===== src/rtl/spi_data_pkg.sv =====
// Shared constants for the SPI data buffer: status word layout and default widths.
package spi_data_pkg;

    localparam int DATA_W_DEF = 12;
    localparam int BUS_W_DEF  = 32;
    localparam int DEPTH_DEF  = 8;

    localparam int ST_TX_EMPTY = 0;
    localparam int ST_TX_FULL  = 1;
    localparam int ST_RX_EMPTY = 2;
    localparam int ST_RX_FULL  = 3;
    localparam int ST_TX_OVF   = 4;
    localparam int ST_RX_OVF   = 5;
    localparam int ST_TX_UDF   = 6;
    localparam int ST_RX_UDF   = 7;

    localparam int ST_TXCNT_LSB = 8;
    localparam int ST_RXCNT_LSB = 16;
    localparam int ST_CNT_W     = 8;

endpackage


===== src/rtl/spi_sync_fifo.sv =====
// First-word-fall-through synchronous FIFO with overflow/underflow event pulses.
module spi_sync_fifo #(
    parameter int W     = 12,
    parameter int DEPTH = 8,
    localparam int AW   = $clog2(DEPTH)
) (
    input  logic          clk,
    input  logic          rst,
    input  logic          clr,
    input  logic          push,
    input  logic [W-1:0]  din,
    input  logic          pop,
    output logic [W-1:0]  dout,
    output logic          empty,
    output logic          full,
    output logic [AW:0]   count,
    output logic          ovf_evt,
    output logic          udf_evt
);

    logic [W-1:0]  mem [DEPTH];
    logic [AW-1:0] wr_ptr_reg;
    logic [AW-1:0] rd_ptr_reg;
    logic [AW:0]   count_reg;
    logic          do_push;
    logic          do_pop;
    logic          flush;

    assign flush = rst || clr;
    assign empty = (count_reg == '0);
    assign full  = (count_reg == (AW+1)'(DEPTH));
    assign count = count_reg;

    // A pop frees the slot a same-cycle push needs, so a full FIFO still accepts the pair.
    assign do_pop  = pop && !empty;
    assign do_push = push && (!full || do_pop);

    assign ovf_evt = push && !do_push && !flush;
    assign udf_evt = pop && empty && !flush;

    assign dout = empty ? '0 : mem[rd_ptr_reg];

    always_ff @(posedge clk) begin
        if (do_push && !flush) begin
            mem[wr_ptr_reg] <= din;
        end
    end

    always_ff @(posedge clk) begin
        if (flush) begin
            wr_ptr_reg <= '0;
            rd_ptr_reg <= '0;
            count_reg  <= '0;
        end else begin
            if (do_push) begin
                wr_ptr_reg <= wr_ptr_reg + 1'b1;
            end
            if (do_pop) begin
                rd_ptr_reg <= rd_ptr_reg + 1'b1;
            end
            case ({do_push, do_pop})
                2'b10:   count_reg <= count_reg + 1'b1;
                2'b01:   count_reg <= count_reg - 1'b1;
                default: count_reg <= count_reg;
            endcase
        end
    end

endmodule


===== src/rtl/spi_data_fifo_reg.sv =====
// Bus-side data buffer for the SPI engine: TX and RX FIFOs plus a status word with sticky errors.
module spi_data_fifo_reg
    import spi_data_pkg::*;
#(
    parameter int DATA_W = DATA_W_DEF,
    parameter int DEPTH  = DEPTH_DEF,
    parameter int BUS_W  = BUS_W_DEF,
    localparam int AW    = $clog2(DEPTH)
) (
    input  logic              clk,
    input  logic              rst,
    input  logic              clr,
    input  logic              bus_wr,
    input  logic [BUS_W-1:0]  bus_wdata,
    input  logic              bus_rd,
    output logic [BUS_W-1:0]  bus_rdata,
    output logic [BUS_W-1:0]  status,
    output logic              spi_tx_valid,
    output logic [DATA_W-1:0] spi_tx_data,
    input  logic              spi_tx_pop,
    input  logic              spi_rx_push,
    input  logic [DATA_W-1:0] spi_rx_data
);

    logic              tx_empty;
    logic              tx_full;
    logic [AW:0]       tx_count;
    logic              tx_ovf_evt;
    logic              tx_udf_evt;
    logic              rx_empty;
    logic              rx_full;
    logic [AW:0]       rx_count;
    logic              rx_ovf_evt;
    logic              rx_udf_evt;
    logic [DATA_W-1:0] rx_dout;

    logic              tx_ovf_reg;
    logic              rx_ovf_reg;
    logic              tx_udf_reg;
    logic              rx_udf_reg;

    spi_sync_fifo #(
        .W     (DATA_W),
        .DEPTH (DEPTH)
    ) u_tx_fifo (
        .clk     (clk),
        .rst     (rst),
        .clr     (clr),
        .push    (bus_wr),
        .din     (bus_wdata[DATA_W-1:0]),
        .pop     (spi_tx_pop),
        .dout    (spi_tx_data),
        .empty   (tx_empty),
        .full    (tx_full),
        .count   (tx_count),
        .ovf_evt (tx_ovf_evt),
        .udf_evt (tx_udf_evt)
    );

    spi_sync_fifo #(
        .W     (DATA_W),
        .DEPTH (DEPTH)
    ) u_rx_fifo (
        .clk     (clk),
        .rst     (rst),
        .clr     (clr),
        .push    (spi_rx_push),
        .din     (spi_rx_data),
        .pop     (bus_rd),
        .dout    (rx_dout),
        .empty   (rx_empty),
        .full    (rx_full),
        .count   (rx_count),
        .ovf_evt (rx_ovf_evt),
        .udf_evt (rx_udf_evt)
    );

    // Only the low DATA_W bits of a bus write reach the FIFO.
    generate
        if (BUS_W > DATA_W) begin : g_wdata_hi
            logic unused_wdata_hi;
            assign unused_wdata_hi = ^bus_wdata[BUS_W-1:DATA_W];
        end
    endgenerate

    always_ff @(posedge clk) begin
        if (rst || clr) begin
            tx_ovf_reg <= 1'b0;
            rx_ovf_reg <= 1'b0;
            tx_udf_reg <= 1'b0;
            rx_udf_reg <= 1'b0;
        end else begin
            tx_ovf_reg <= tx_ovf_reg | tx_ovf_evt;
            rx_ovf_reg <= rx_ovf_reg | rx_ovf_evt;
            tx_udf_reg <= tx_udf_reg | tx_udf_evt;
            rx_udf_reg <= rx_udf_reg | rx_udf_evt;
        end
    end

    assign spi_tx_valid = !tx_empty;

    always_comb begin
        bus_rdata               = '0;
        bus_rdata[DATA_W-1:0]   = rx_dout;
    end

    always_comb begin
        status                              = '0;
        status[ST_TX_EMPTY]                 = tx_empty;
        status[ST_TX_FULL]                  = tx_full;
        status[ST_RX_EMPTY]                 = rx_empty;
        status[ST_RX_FULL]                  = rx_full;
        status[ST_TX_OVF]                   = tx_ovf_reg;
        status[ST_RX_OVF]                   = rx_ovf_reg;
        status[ST_TX_UDF]                   = tx_udf_reg;
        status[ST_RX_UDF]                   = rx_udf_reg;
        status[ST_TXCNT_LSB +: ST_CNT_W]    = ST_CNT_W'(tx_count);
        status[ST_RXCNT_LSB +: ST_CNT_W]    = ST_CNT_W'(rx_count);
    end

endmodule


===== config.mk =====
export PLATFORM = sky130hd
export DESIGN_NAME = spi_data_fifo_reg
export DESIGN_NICKNAME = d
export VERILOG_FILES = /design/src/rtl/spi_data_pkg.sv /design/src/rtl/spi_sync_fifo.sv /design/src/rtl/spi_data_fifo_reg.sv
export SDC_FILE = /design/constraint.sdc
export NUM_CORES = 1
export LEC_CHECK = 0
export ABC_AREA = 1
export BUFFER_PORTS_ARGS = -buffer_cell sky130_fd_sc_hd__buf_2
export CELL_PAD_IN_SITES_DETAIL_PLACEMENT = 1
export CELL_PAD_IN_SITES_GLOBAL_PLACEMENT = 1
export CORE_MARGIN = 1.5
export CORE_UTILIZATION = 49
export DETAILED_ROUTE_END_ITERATION = 7
export PLACE_DENSITY_LB_ADDON = 0.1
export SYNTH_ARGS = -nofsm -noshare
export SYNTH_HDL_FRONTEND = slang
export SYNTH_HIERARCHICAL = 1
export SYNTH_SLANG_ARGS = --single-unit

===== constraint.sdc =====
create_clock -name clk -period 3.2 [get_ports clk]
set_clock_uncertainty 0.05 [all_clocks]
set_input_delay 0.32 -clock clk [delete_from_list [all_inputs] [get_ports clk]]
set_output_delay 0.32 -clock clk [all_outputs]
set_load 0.005 [all_outputs]

==> summary.md, run 1 <==
| Metric | Value |
|---|---|
| Largest net degree at the start of global routing | `49` |
| Post-layout util | `57.1%` |
| Setup TNS | `0 ns` |
| Fin nets | `958` |
| Met3 routed WL | `873 um` |
| # clock sinks | `222` |
| DR WL/cell | `19.0 um` |
| Top layer in use | `met5` |
| Initial Utilization | `50.4%` |
| Setup violators final | `0` |
| # rows | `50` |
| Primary FF master, synth | `edfxtp_1` |
| Routed met1 length | `8.91 mm` |
| Area Growth Syn to Fin | `13.4%` |
| Routed wl met2 | `12.0 mm` |
| Unique masters post-synth | `35` |
| Top cell type's share of synthesized area | `60.6%` |
| Register bit total from synthesis | `222` |
| Post-route ant nets | `0` |
| Routed vias | `6221` |
| Commonest non-fill, non-tap cell in the layout | `edfxtp_1` |
| Mapped cell area | `9520 um^2` |
| Final Max Slew Viols | `0` |
| First-pass GRT wire length | `35.4 mm` |
| Cell Pwr Density | `590 nW/um^2` |
| Commonest non-fill, non-tap cells in the layout | `edfxtp_1, nor2_1, o21ai_0` |
| DRC errors left | `0` |
| Core area | `18900 um^2` |
| RSZ-0062 raised after global routing | `false` |
| Post-synthesis async set-or-reset flop share | `0%` |
| Num CTS Buffers | `24` |
| Register area share after synthesis | `66.9%` |
| Worst setup SP type | `flop` |
| Outcome | `completed` |
| Clock transition at the registers of the reported paths | `0.06 ns` |
| Die area | `20300 um^2` |
| I/O pin total | `128` |
| Clk_lat worst skew | `0.50 ns` |
| CTS Root Buffer Type | `clkbuf_16` |
| CP required | `2.83 ns` |
| Area leader, netlist | `edfxtp_1` |
| # resized after CTS | `0` |
| Antenna violations before repair | `1` |
| Fraction of layout cells with a size suffix above 1 | `18.9%` |
| # diodes | `0` |
| Final hold vios | `0` |
| Place WS | `0.914 ns` |
| Slew HR | `42.1%` |
| Top post-synthesis cells by area | `edfxtp_1, nor2_1, dfxtp_1` |
| Die Y-Extent | `142 um` |
| Vias in the first global route | `6639` |
| Largest regs | `u_rx_fifo/mem (96), u_tx_fifo/mem (96)` |
| GRT Total Usage | `22.9%` |
| Buffers added on ports | `71` |
| Final period utilization | `87.4%` |
| Post-Syn Instances | `817` |
| Max Clk Rate | `0.358 GHz` |
| Fillers | `1993` |
| Post-DP HPWL | `13.8 mm` |
| CTS Hold Bufs | `0` |
| Slew at the pin closest to its max-slew limit | `0.867 ns` |
| Via density | `5.29` |
| Syn avg cell area | `11.6 um^2` |
| Pre-antenna DRT Iters | `5` |
| Area occupied by multi-input gates | `2560 um^2` |
| Setup Buffers After CTS | `0` |
| Die W | `142 um` |
| Crit path DAT | `2.43 ns` |
| Hold WC Path Type | `primary input to flop` |
| Drt initial violations | `250` |
| Min Clock Period, post-route | `2.80 ns` |
| Crit. End Element | `primary output` |
| Final WS setup | `0.405 ns` |
| Syn. warnings | `6` |
| Number of max-cap violations | `0` |
| Worst VDD drop | `0.000502 V` |
| Max FO, Critical Path | `48` |
| Grt ovf | `0` |
| CP Class | `flop to primary output` |
| EDFF count, synth | `192` |
| Gpl congestion | `0.740` |
| CTS Buffer Depth | `3` |
| LEAKAGE | `0.00401 uW` |
| Reg area | `6370 um^2` |
| CTS tree | `built` |
| Total routed wirelength | `22.4 mm` |
| H-tree Lvls | `1` |
[per-layer routing]
metal  vias to the layer above  GRT usage (%)
met2                       145           42.3
met3                        48           3.57
met1                      3078           27.3
met5                         -              0
li1                       2948              -
met4                         2           7.22
[report_power, final]
group          internal (uW)  switching (uW)
clock                   1710            1060
combinational            131             277
sequential              3170            20.2
total                   5010            1360
[cell usage after synthesis (2+ instances only)]
cell / count
o22ai_1: 24
buf_2: 14
buf_6: 6
nor2_2: 12
dfxtp_1: 30
nor2_4: 2
ha_1: 8
nor3_1: 4
o211ai_1: 8
xor2_1: 4
o21ai_0: 95
nand2_1: 41
o211ai_2: 4
mux2i_1: 12
a21oi_1: 16
nand4_1: 2
nand3_2: 5
fa_1: 2
nand2_2: 4
nand2_4: 4
nor2_1: 185
clkbuf_1: 7
nand3_1: 12
edfxtp_1: 192
inv_1: 36
buf_4: 49
inv_2: 6
o21ai_1: 26
[critical path: stages (launching register included)]
cell and delay (ns):
dfxtp_1 0.30, buf_4 0.19, inv_2 0.63, o21ai_0 0.25
o211ai_1 0.14, nand2_1 0.09, nor2_1 0.16, buf_2 0.15
[cell families after synthesis]
kind of cell	count (synthesis)	synth area share [%]
and+or+nand+nor	272	12.3
buffers and inverters	121	7.53
muxes	12	1.26
xor gates and xnor gates	4	0.368
DFF	222	66.9
other	1	0.0394
adders and majority gates	10	1.47
AOI/OAI and AO/OA	175	10.1
[final timing paths]
kind	endpoint	slack, ns	start	depth (start not counted)
setup reg to reg	u_tx_fifo/count[3]	1.06	u_tx_fifo/count[1]	11
setup / recovery	spi_tx_data[4]	0.40	flop	7
hold reg to reg	u_rx_fifo/rd_ptr_reg[2]	0.42	u_rx_fifo/rd_ptr_reg[2]	2
hold / removal	u_rx_fifo/mem[4][10]	0.03	spi_rx_data[10]	1
[per-stage QoR]
| stage | total power (uW) | cells | hold WS (ns) | instance area [um^2] |
|---|---|---|---|---|
| 2_1_floorplan | 3530 | 852 | 0.369 | 9650 |
| 3_3_place_gp | 3630 | 1131 | 0.401 | 9980 |
| 3_5_place_dp | 3650 | 1131 | 0.411 | 9980 |
| 4_1_cts | 6440 | 1175 | 0.00535 | 10800 |
| 5_1_grt | 6590 | 1175 | 0.0231 | 10800 |
| 6_report | 6370 | 1175 | 0.0307 | 10800 |
[final cells by class]
| type | count | share of cell area (%) |
|---|---|---|
| flip-flops and latches | 222 | 59.0 |
| multi-input cells | 509 | 23.8 |
| clock buffers | 30 | 6.16 |
| repair buffers | 98 | 5.29 |
| well taps | 260 | 3.01 |
| inverters | 42 | 1.46 |
| clock inverters | 14 | 1.34 |
No activity file was read; power rests on OpenSTA's default activity.
==> inputs of run 2 (changes only) <==
--- a/config.mk
+++ b/config.mk
@@ -11,6 +11,7 @@
 export CELL_PAD_IN_SITES_GLOBAL_PLACEMENT = 1
 export CORE_MARGIN = 1.5
 export CORE_UTILIZATION = 49
+export CTS_CLUSTER_DIAMETER = 60
 export DETAILED_ROUTE_END_ITERATION = 7
 export PLACE_DENSITY_LB_ADDON = 0.1
 export SYNTH_ARGS = -nofsm -noshare
==> constraint.sdc (replaced) <==
create_clock -name clk -period 3.2 [get_ports clk]
set_clock_uncertainty 0.05 [all_clocks]
set_input_delay 0.32 -clock clk [delete_from_list [all_inputs] [get_ports clk]]
set_output_delay 0.32 -clock clk [all_outputs]
set_load 0.1 [all_outputs]
==> run 2 against run 1 <==
Against the previous run:
- critical endpoint is now bus_rdata[5]
- setup slack got worse by 0.13 ns
- global-route usage fell by 0.19 points
- sequential cell count did not move
- die area did not move
- final area fell by 0.43%
- largest cell class unchanged
- register-to-register slack barely moved
- critical path type unchanged
- total power rose by 6.0%
- clock-buffer cell count rose by 4
- combinational power rose by 120%
- sequential power barely moved
- clock power fell by 5%
==> summary.md, run 2 (synthesis results as in run 1) <==
| Metric | Value |
|---|---|
| Outcome | `completed` |
| I/O pin total | `128 (unchanged)` |
| Switching Share | `27.5% (+6.1 points)` |
| Worst VDD drop | `0.000375 V (-25%)` |
| Post-Layout Cell Count | `1173 (-0.17%)` |
| Commonest non-fill, non-tap cells in the layout | `edfxtp_1, nor2_1, o21ai_0` |
| Dpl cells | `1129 (-0.18%)` |
| Total routed wirelength | `22.5 mm (+0.50%)` |
| Cell Pwr Density | `628 nW/um^2 (+6.4%)` |
| Crit path DAT | `2.55 ns (+0.12 ns)` |
| GRT Total Usage | `22.7% (-0.19 points)` |
| Flop pwr share | `47.2% (-2.9 points)` |
| Area Growth Syn to Fin | `12.9%` |
| Num CTS Buffers | `24 (unchanged)` |
| Grt ovf | `0 (unchanged)` |
| CTS Buffer Depth | `3 (unchanged)` |
| Fillers | `2000 (+0.35%)` |
| H-tree Lvls | `1 (unchanged)` |
| Area occupied by multi-input gates | `2580 um^2 (+0.78%)` |
| Routed vias | `6244 (+0.37%)` |
| Final WS setup | `0.280 ns (-0.125 ns)` |
| CTS tree | `built` |
| Cells along the critical path | `buf_4, nor2_1, nor2_1, o21ai_0, o21ai_1, o21ai_0, nor2_2, buf_2` |
| Setup Buffers After CTS | `0 (unchanged)` |
| Clock transition at the registers of the reported paths | `0.06 ns (about the same)` |
| Pre-antenna DRT Iters | `4 (-1)` |
| Clk pwr share | `39.2% (-4.3 points)` |
| CTS Hold Bufs | `0 (unchanged)` |
| Gate power share | `13.6% (+7.2 points)` |
| Core area | `18900 um^2 (unchanged)` |
| Largest regs | `u_rx_fifo/mem (96), u_tx_fifo/mem (96)` |
| Largest net degree at the start of global routing | `49 (unchanged)` |
| Max FO, Critical Path | `48 (unchanged)` |
| Gpl congestion | `0.757 (+2.3%)` |
| # rows | `50 (unchanged)` |
| Slew HR | `54.8% (+13 points)` |
| Slowest CP cell | `buf_4` |
| Drt initial violations | `343 (+37%)` |
| Setup violators final | `0 (unchanged)` |
| Clk_lat worst skew | `0.50 ns (about the same)` |
| Internal | `4890 uW (-2.3%)` |
| Buffers added on ports | `71 (unchanged)` |
| Via density | `5.32 (+0.54%)` |
| Initial Utilization | `50.4% (unchanged)` |
| DRC errors left | `0 (unchanged)` |
| Die W | `142 um (unchanged)` |
| LEAKAGE | `0.00397 uW (-1.1%)` |
| Setup TNS | `0 ns (unchanged)` |
| Fin nets | `956 (-0.21%)` |
| Fraction of layout cells with a size suffix above 1 | `19.1% (+0.17 points)` |
| Max Clk Rate | `0.342 GHz (-4.3%)` |
| CTS Root Buffer Type | `clkbuf_16` |
| Number of max-cap violations | `0 (unchanged)` |
| Antenna violations before repair | `2 (+1)` |
| Place WS | `0.797 ns (-0.116 ns)` |
| RSZ-0062 raised after global routing | `false` |
| # resized after CTS | `0 (unchanged)` |
| DR WL/cell | `19.2 um (+0.67%)` |
| # clock sinks | `222 (unchanged)` |
| Reg area | `6370 um^2 (unchanged)` |
| Commonest non-fill, non-tap cell in the layout | `edfxtp_1` |
| Max stage delay on crit path | `0.49 ns (-0.14 ns)` |
| Hold WC Path Type | `primary input to flop` |
| Placed cell areas | `9990 um^2 (about the same)` |
| Die Y-Extent | `142 um (unchanged)` |
| Crit. End Element | `primary output` |
| First-pass GRT wire length | `35.1 mm (-0.66%)` |
| Die area | `20300 um^2 (unchanged)` |
| Worst setup SP type | `flop` |
| Vias in the first global route | `6713 (+1.1%)` |
| Post-route ant nets | `0 (unchanged)` |
| CP Class | `flop to primary output` |
| Min Clock Period, post-route | `2.92 ns (+0.125 ns)` |
| Final period utilization | `91.3% (+3.9 points)` |
| Slew at the pin closest to its max-slew limit | `0.677 ns (-0.190 ns)` |
| Post-DP HPWL | `13.8 mm (+0.16%)` |
| Final hold vios | `0 (unchanged)` |
| Switch Pwr | `1850 uW (+36%)` |
| Finished Cell Area | `10700 um^2 (-0.43%)` |
| Final Max Slew Viols | `0 (unchanged)` |
| CP required | `2.83 ns (about the same)` |
| Hold WS | `0.0282 ns (-0.00251 ns)` |
==> run 2: changes by cell type in the layout (fill, tap and decap cells not counted), sizes merged <==
cell,previous run,this run
bufinv,3,2
clkinvlp,1,2
clkinv,10,5
diode,0,1
clkbuf,30,34
buf,98,96
==> run 2: critical path, delay by kind of cell (launching register included) <==
| family | cells | cell delay [ns] |
|---|---|---|
| buf+inv | 2 | 0.94 |
| simple gates | 3 | 0.39 |
| compound gates | 3 | 0.37 |
| flops | 1 | 0.34 |
==> run 2: path summary, 6_finish.rpt <==
path	from	to	slack, ns	cells past startpoint
max	flop	bus_rdata[5]	0.28	8
min	spi_rx_data[6]	u_rx_fifo/mem[3][6]	0.03	1
max reg2reg	u_rx_fifo/count[2]	u_rx_fifo/count[3]	1.07	12
min reg2reg	rx_ovf_reg	rx_ovf_reg	0.43	2
==> run 2: area by class of cell <==
class,count,share of cell area [%]
sequential,222,59.2
multi-input combinational,509,24.0
clock buffer,34,6.14
timing repair buffer,96,5.17
tap,260,3.03
inverter,42,1.47
clock inverter,9,0.896
antenna,1,0.0233
==> run 2: metrics by stage <==
| step | total power, uW | utilization (%) |
|---|---|---|
| floorplan | 4040 | - |
| global placement | 4130 | 52.9 |
| detailed placement | 4160 | 52.9 |
| CTS | 6800 | 56.9 |
| global route | 6960 | 56.9 |
| finish | 6750 | 56.9 |
==> run 2: power by group through the flow <==
stage / combinational (uW) / clock (uW) / sequential [uW]
floorplan: 752 / 0 / 3280
global placement: 888 / 0 / 3240
detailed placement: 917 / 0 / 3250
global route: 970 / 2810 / 3190
finish: 917 / 2640 / 3190
CTS: 922 / 2700 / 3190
==> run 2: metal layers <==
metal	global-route usage [%]	part of all wire, %	up-vias
met5	0	0.058	-
met4	7.54	2.7	2
met3	3.77	3.9	51
met2	42.7	54	140
met1	26.0	39	3118
li1	-	-	2933
==> inputs of run 3 (changes only) <==
--- a/config.mk
+++ b/config.mk
@@ -5,12 +5,12 @@
 export SDC_FILE = /design/constraint.sdc
 export NUM_CORES = 1
 export LEC_CHECK = 0
-export ABC_AREA = 1
+export ABC_AREA = 0
 export BUFFER_PORTS_ARGS = -buffer_cell sky130_fd_sc_hd__buf_2
 export CELL_PAD_IN_SITES_DETAIL_PLACEMENT = 1
 export CELL_PAD_IN_SITES_GLOBAL_PLACEMENT = 1
 export CORE_MARGIN = 1.5
-export CORE_UTILIZATION = 49
+export CORE_UTILIZATION = 52
 export CTS_CLUSTER_DIAMETER = 60
 export DETAILED_ROUTE_END_ITERATION = 7
 export PLACE_DENSITY_LB_ADDON = 0.1
==> run 3 against run 2 <==
Against the previous run:
- cell count shrank 26%
- total power is 4.4% lower
- die area shrank 8.6%
- fmax rose by 2.1%
- synthesized area decreased by 3.2%
- utilization rose by 3.5 points
- sequential share of layout area increased by 1.7 points
- critical path type unchanged
- highest routed layer is now met4
==> summary.md, run 3 <==
| Metric | Value |
|---|---|
| Primary FF master, synth | `edfxtp_1` |
| LEAKAGE | `0.00361 uW (-8.9%)` |
| Num CTS Buffers | `23 (-4.2%)` |
| Routed vias | `4845 (-22%)` |
| R2R Path End | `u_tx_fifo/count[3]` |
| Switch Pwr | `1700 uW (-8.2%)` |
| Setup violators final | `0 (unchanged)` |
| Switching Share | `26.4% (-1.1 points)` |
| Cell Pwr Density | `617 nW/um^2 (-1.7%)` |
| Clk_lat worst skew | `0.50 ns (about the same)` |
| Unique masters post-synth | `40 (+14%)` |
| Crit path DAT | `2.49 ns (-0.06 ns)` |
| Via density | `5.56 (+4.5%)` |
| Final hold vios | `0 (unchanged)` |
| Commonest non-fill, non-tap cell in the layout | `edfxtp_1` |
| Antenna violations before repair | `0 (-2)` |
| Register bit total from synthesis | `222 (unchanged)` |
| Post-Syn Instances | `541 (-34%)` |
| Hold WC Path Type | `primary input to flop` |
| Post-layout util | `60.4% (+3.5 points)` |
| Worst setup SP type | `flop` |
| Slew HR | `43.7% (-11 points)` |
| Most common library cells after synthesis | `edfxtp_1, nor2_1, buf_4, mux4_2, dfxtp_1` |
| # diodes | `0 (-1)` |
| CTS Buffer Depth | `3 (unchanged)` |
| DR WL/cell | `21.2 um (+11%)` |
| Largest regs | `u_rx_fifo/mem (96), u_tx_fifo/mem (96)` |
| Gate power share | `12.2% (-1.4 points)` |
| GRT Total Usage | `20.7% (-2.0 points)` |
| Hold Crit Endpoint | `u_rx_fifo/mem[7][3]` |
| Slew at the pin closest to its max-slew limit | `0.844 ns (+0.167 ns)` |
| Top post-synthesis cells by area | `edfxtp_1, mux4_2, dfxtp_1` |
| Gpl congestion | `0.758 (+0.16%)` |
| Pre-antenna DRT Iters | `4 (unchanged)` |
| Hold WS | `0.0381 ns (+0.00990 ns)` |
| Worst VDD drop | `0.000463 V (+23%)` |
| Post-route ant nets | `0 (unchanged)` |
| # clock sinks | `222 (unchanged)` |
| Fraction of layout cells with a size suffix above 1 | `29.3% (+10 points)` |
| Mapped cell area | `9220 um^2 (-3.2%)` |
| Largest net degree at the start of global routing | `25 (-49%)` |
| CP required | `2.83 ns (about the same)` |
| Area leader, netlist | `edfxtp_1` |
| EDFF count, synth | `192 (unchanged)` |
| Count leader, synth | `edfxtp_1` |
| Worst reg2reg path depth | `9 (-3)` |
| RSZ-0062 raised after global routing | `false` |
| # resized after CTS | `0 (unchanged)` |
| Top cell type's share of synthesized area | `62.6% (+2.0 points)` |
| Post-DP HPWL | `12.0 mm (-14%)` |
| I/O pin total | `128 (unchanged)` |
| H-tree Lvls | `1 (unchanged)` |
| Core area | `17300 um^2 (-8.5%)` |
| Min-delay src | `spi_rx_data[3]` |
| CTS tree | `built` |
| Crit. End Element | `primary output` |
| CTS Root Buffer Type | `clkbuf_16` |
| Post-Layout Cell Count | `871 (-26%)` |
| Max FO, Critical Path | `16 (-67%)` |
| Outcome | `completed` |
| Hold Crit Depth | `1 (unchanged)` |
| Dpl cells | `829 (-27%)` |
| Internal | `4750 uW (-3.0%)` |
| Clock transition at the registers of the reported paths | `0.06 ns (about the same)` |
| Register area share after synthesis | `69.1% (+2.2 points)` |
| R2r startpoint | `u_tx_fifo/count[1]` |
| Setup Buffers After CTS | `0 (unchanged)` |
| Syn. warnings | `6 (unchanged)` |
| Total routed wirelength | `18.5 mm (-18%)` |
| First-pass GRT wire length | `28.5 mm (-19%)` |
| Area Growth Syn to Fin | `13.4%` |
| Vias in the first global route | `5077 (-24%)` |
| CTS Hold Bufs | `0 (unchanged)` |
| Die area | `18500 um^2 (-8.6%)` |
| Drt initial violations | `317 (-7.6%)` |
| Fin nets | `690 (-28%)` |
| Commonest non-fill, non-tap cells in the layout | `edfxtp_1, buf_2, nor2_1` |
| Final Max Slew Viols | `0 (unchanged)` |
| Min Clock Period, post-route | `2.86 ns (-0.0607 ns)` |
| Clk pwr share | `38.5% (-0.7 points)` |
| Flop pwr share | `49.3% (+2.1 points)` |
| Buffers added on ports | `71 (unchanged)` |
| Die Y-Extent | `136 um (-4.4%)` |
| Final period utilization | `89.4% (-1.9 points)` |
| DRC errors left | `0 (unchanged)` |
| CP Class | `flop to primary output` |
| Worst reg-to-reg setup slack | `0.48 ns (-0.59 ns)` |
| Post-synthesis async set-or-reset flop share | `0% (unchanged)` |
| Syn avg cell area | `17.0 um^2 (+46%)` |
| Initial Utilization | `53.3% (+2.9 points)` |
| Grt ovf | `0 (unchanged)` |
| Max Clk Rate | `0.350 GHz (+2.1%)` |
| # rows | `48 (-4.0%)` |
| Number of max-cap violations | `0 (unchanged)` |
| Die W | `136 um (-4.4%)` |
## run 3: changes by cell type in the layout (fill, tap and decap cells not counted), sizes merged, moves of 14 or more
cell	change
mux4	+48
nor2	-142
o22ai	-24
o21ai	-115
mux2i	+14
inv	-32
nand2	-41
## run 3: how the worst max path moves through the flow
stage                                  start                  to  depth (start not counted)
after detailed placement  u_tx_fifo/count[1]  u_tx_fifo/count[3]                          9
after global placement    u_rx_fifo/count[1]  u_rx_fifo/count[3]                          9
after global routing                    flop     spi_tx_data[10]                          4
after CTS                               flop     spi_tx_data[10]                          4
final                                   flop     spi_tx_data[10]                          4
after floorplan           u_tx_fifo/count[0]     spi_tx_data[10]                          4
## run 3: kinds of logic after synthesis
group	synth area share, %
flip-flops	69.1
AND/OR/NAND/NOR	5.77
other	0.0407
buffers and inverters	5.25
adder cells (fa/ha/maj)	1.52
XOR/XNOR	1.33
multiplexers	14.6
AO/OA/AOI/OAI	2.44
## run 3: power groups by stage
| stage | Sequential [uW] | Combinational [uW] | Clock [uW] |
|---|---|---|---|
| floorplan | 3270 | 660 | 0 |
| global placement | 3240 | 774 | 0 |
| detailed placement | 3240 | 790 | 0 |
| CTS | 3180 | 791 | 2550 |
| global route | 3180 | 827 | 2630 |
| finish | 3180 | 786 | 2480 |
## run 3: layout make-up
| cell class | count | area, um^2 |
|---|---|---|
| fill | 1581 | 6850 |
| sequential | 222 | 6370 |
| multi-input combinational | 277 | 2520 |
| clock buffer | 31 | 626 |
| timing repair buffer | 96 | 543 |
| tap | 225 | 282 |
| clock inverter | 11 | 80.1 |
| inverter | 9 | 33.8 |
## run 3: metal layers
layer / vias up / GRT usage (%) / share of wire, %
met5: - / 0 / 0
met4: 0 / 4.91 / 1.4
met3: 26 / 2.91 / 4.9
met2: 158 / 34.9 / 50
met1: 2485 / 28.7 / 43
li1: 2176 / - / -
## run 3: critical path, stage by stage, from the launching register on
cell and delay [ns]:
dfxtp_1 0.87, mux4_2 0.36, mux2i_1 0.08, nor2_1 0.20, buf_2 0.48
## run 3: through the flow
stage                     setup TNS, ns  setup WS (ns)  instance area [um^2]  power (uW)
final                                 0          0.340                 10500        6450
after global routing                  0          0.197                 10500        6640
after CTS                             0          0.292                 10500        6520
after detailed placement              0          0.528                  9750        4030
after global placement                0          0.674                  9750        4020
after floorplan                  -0.602        -0.0358                  9350        3930
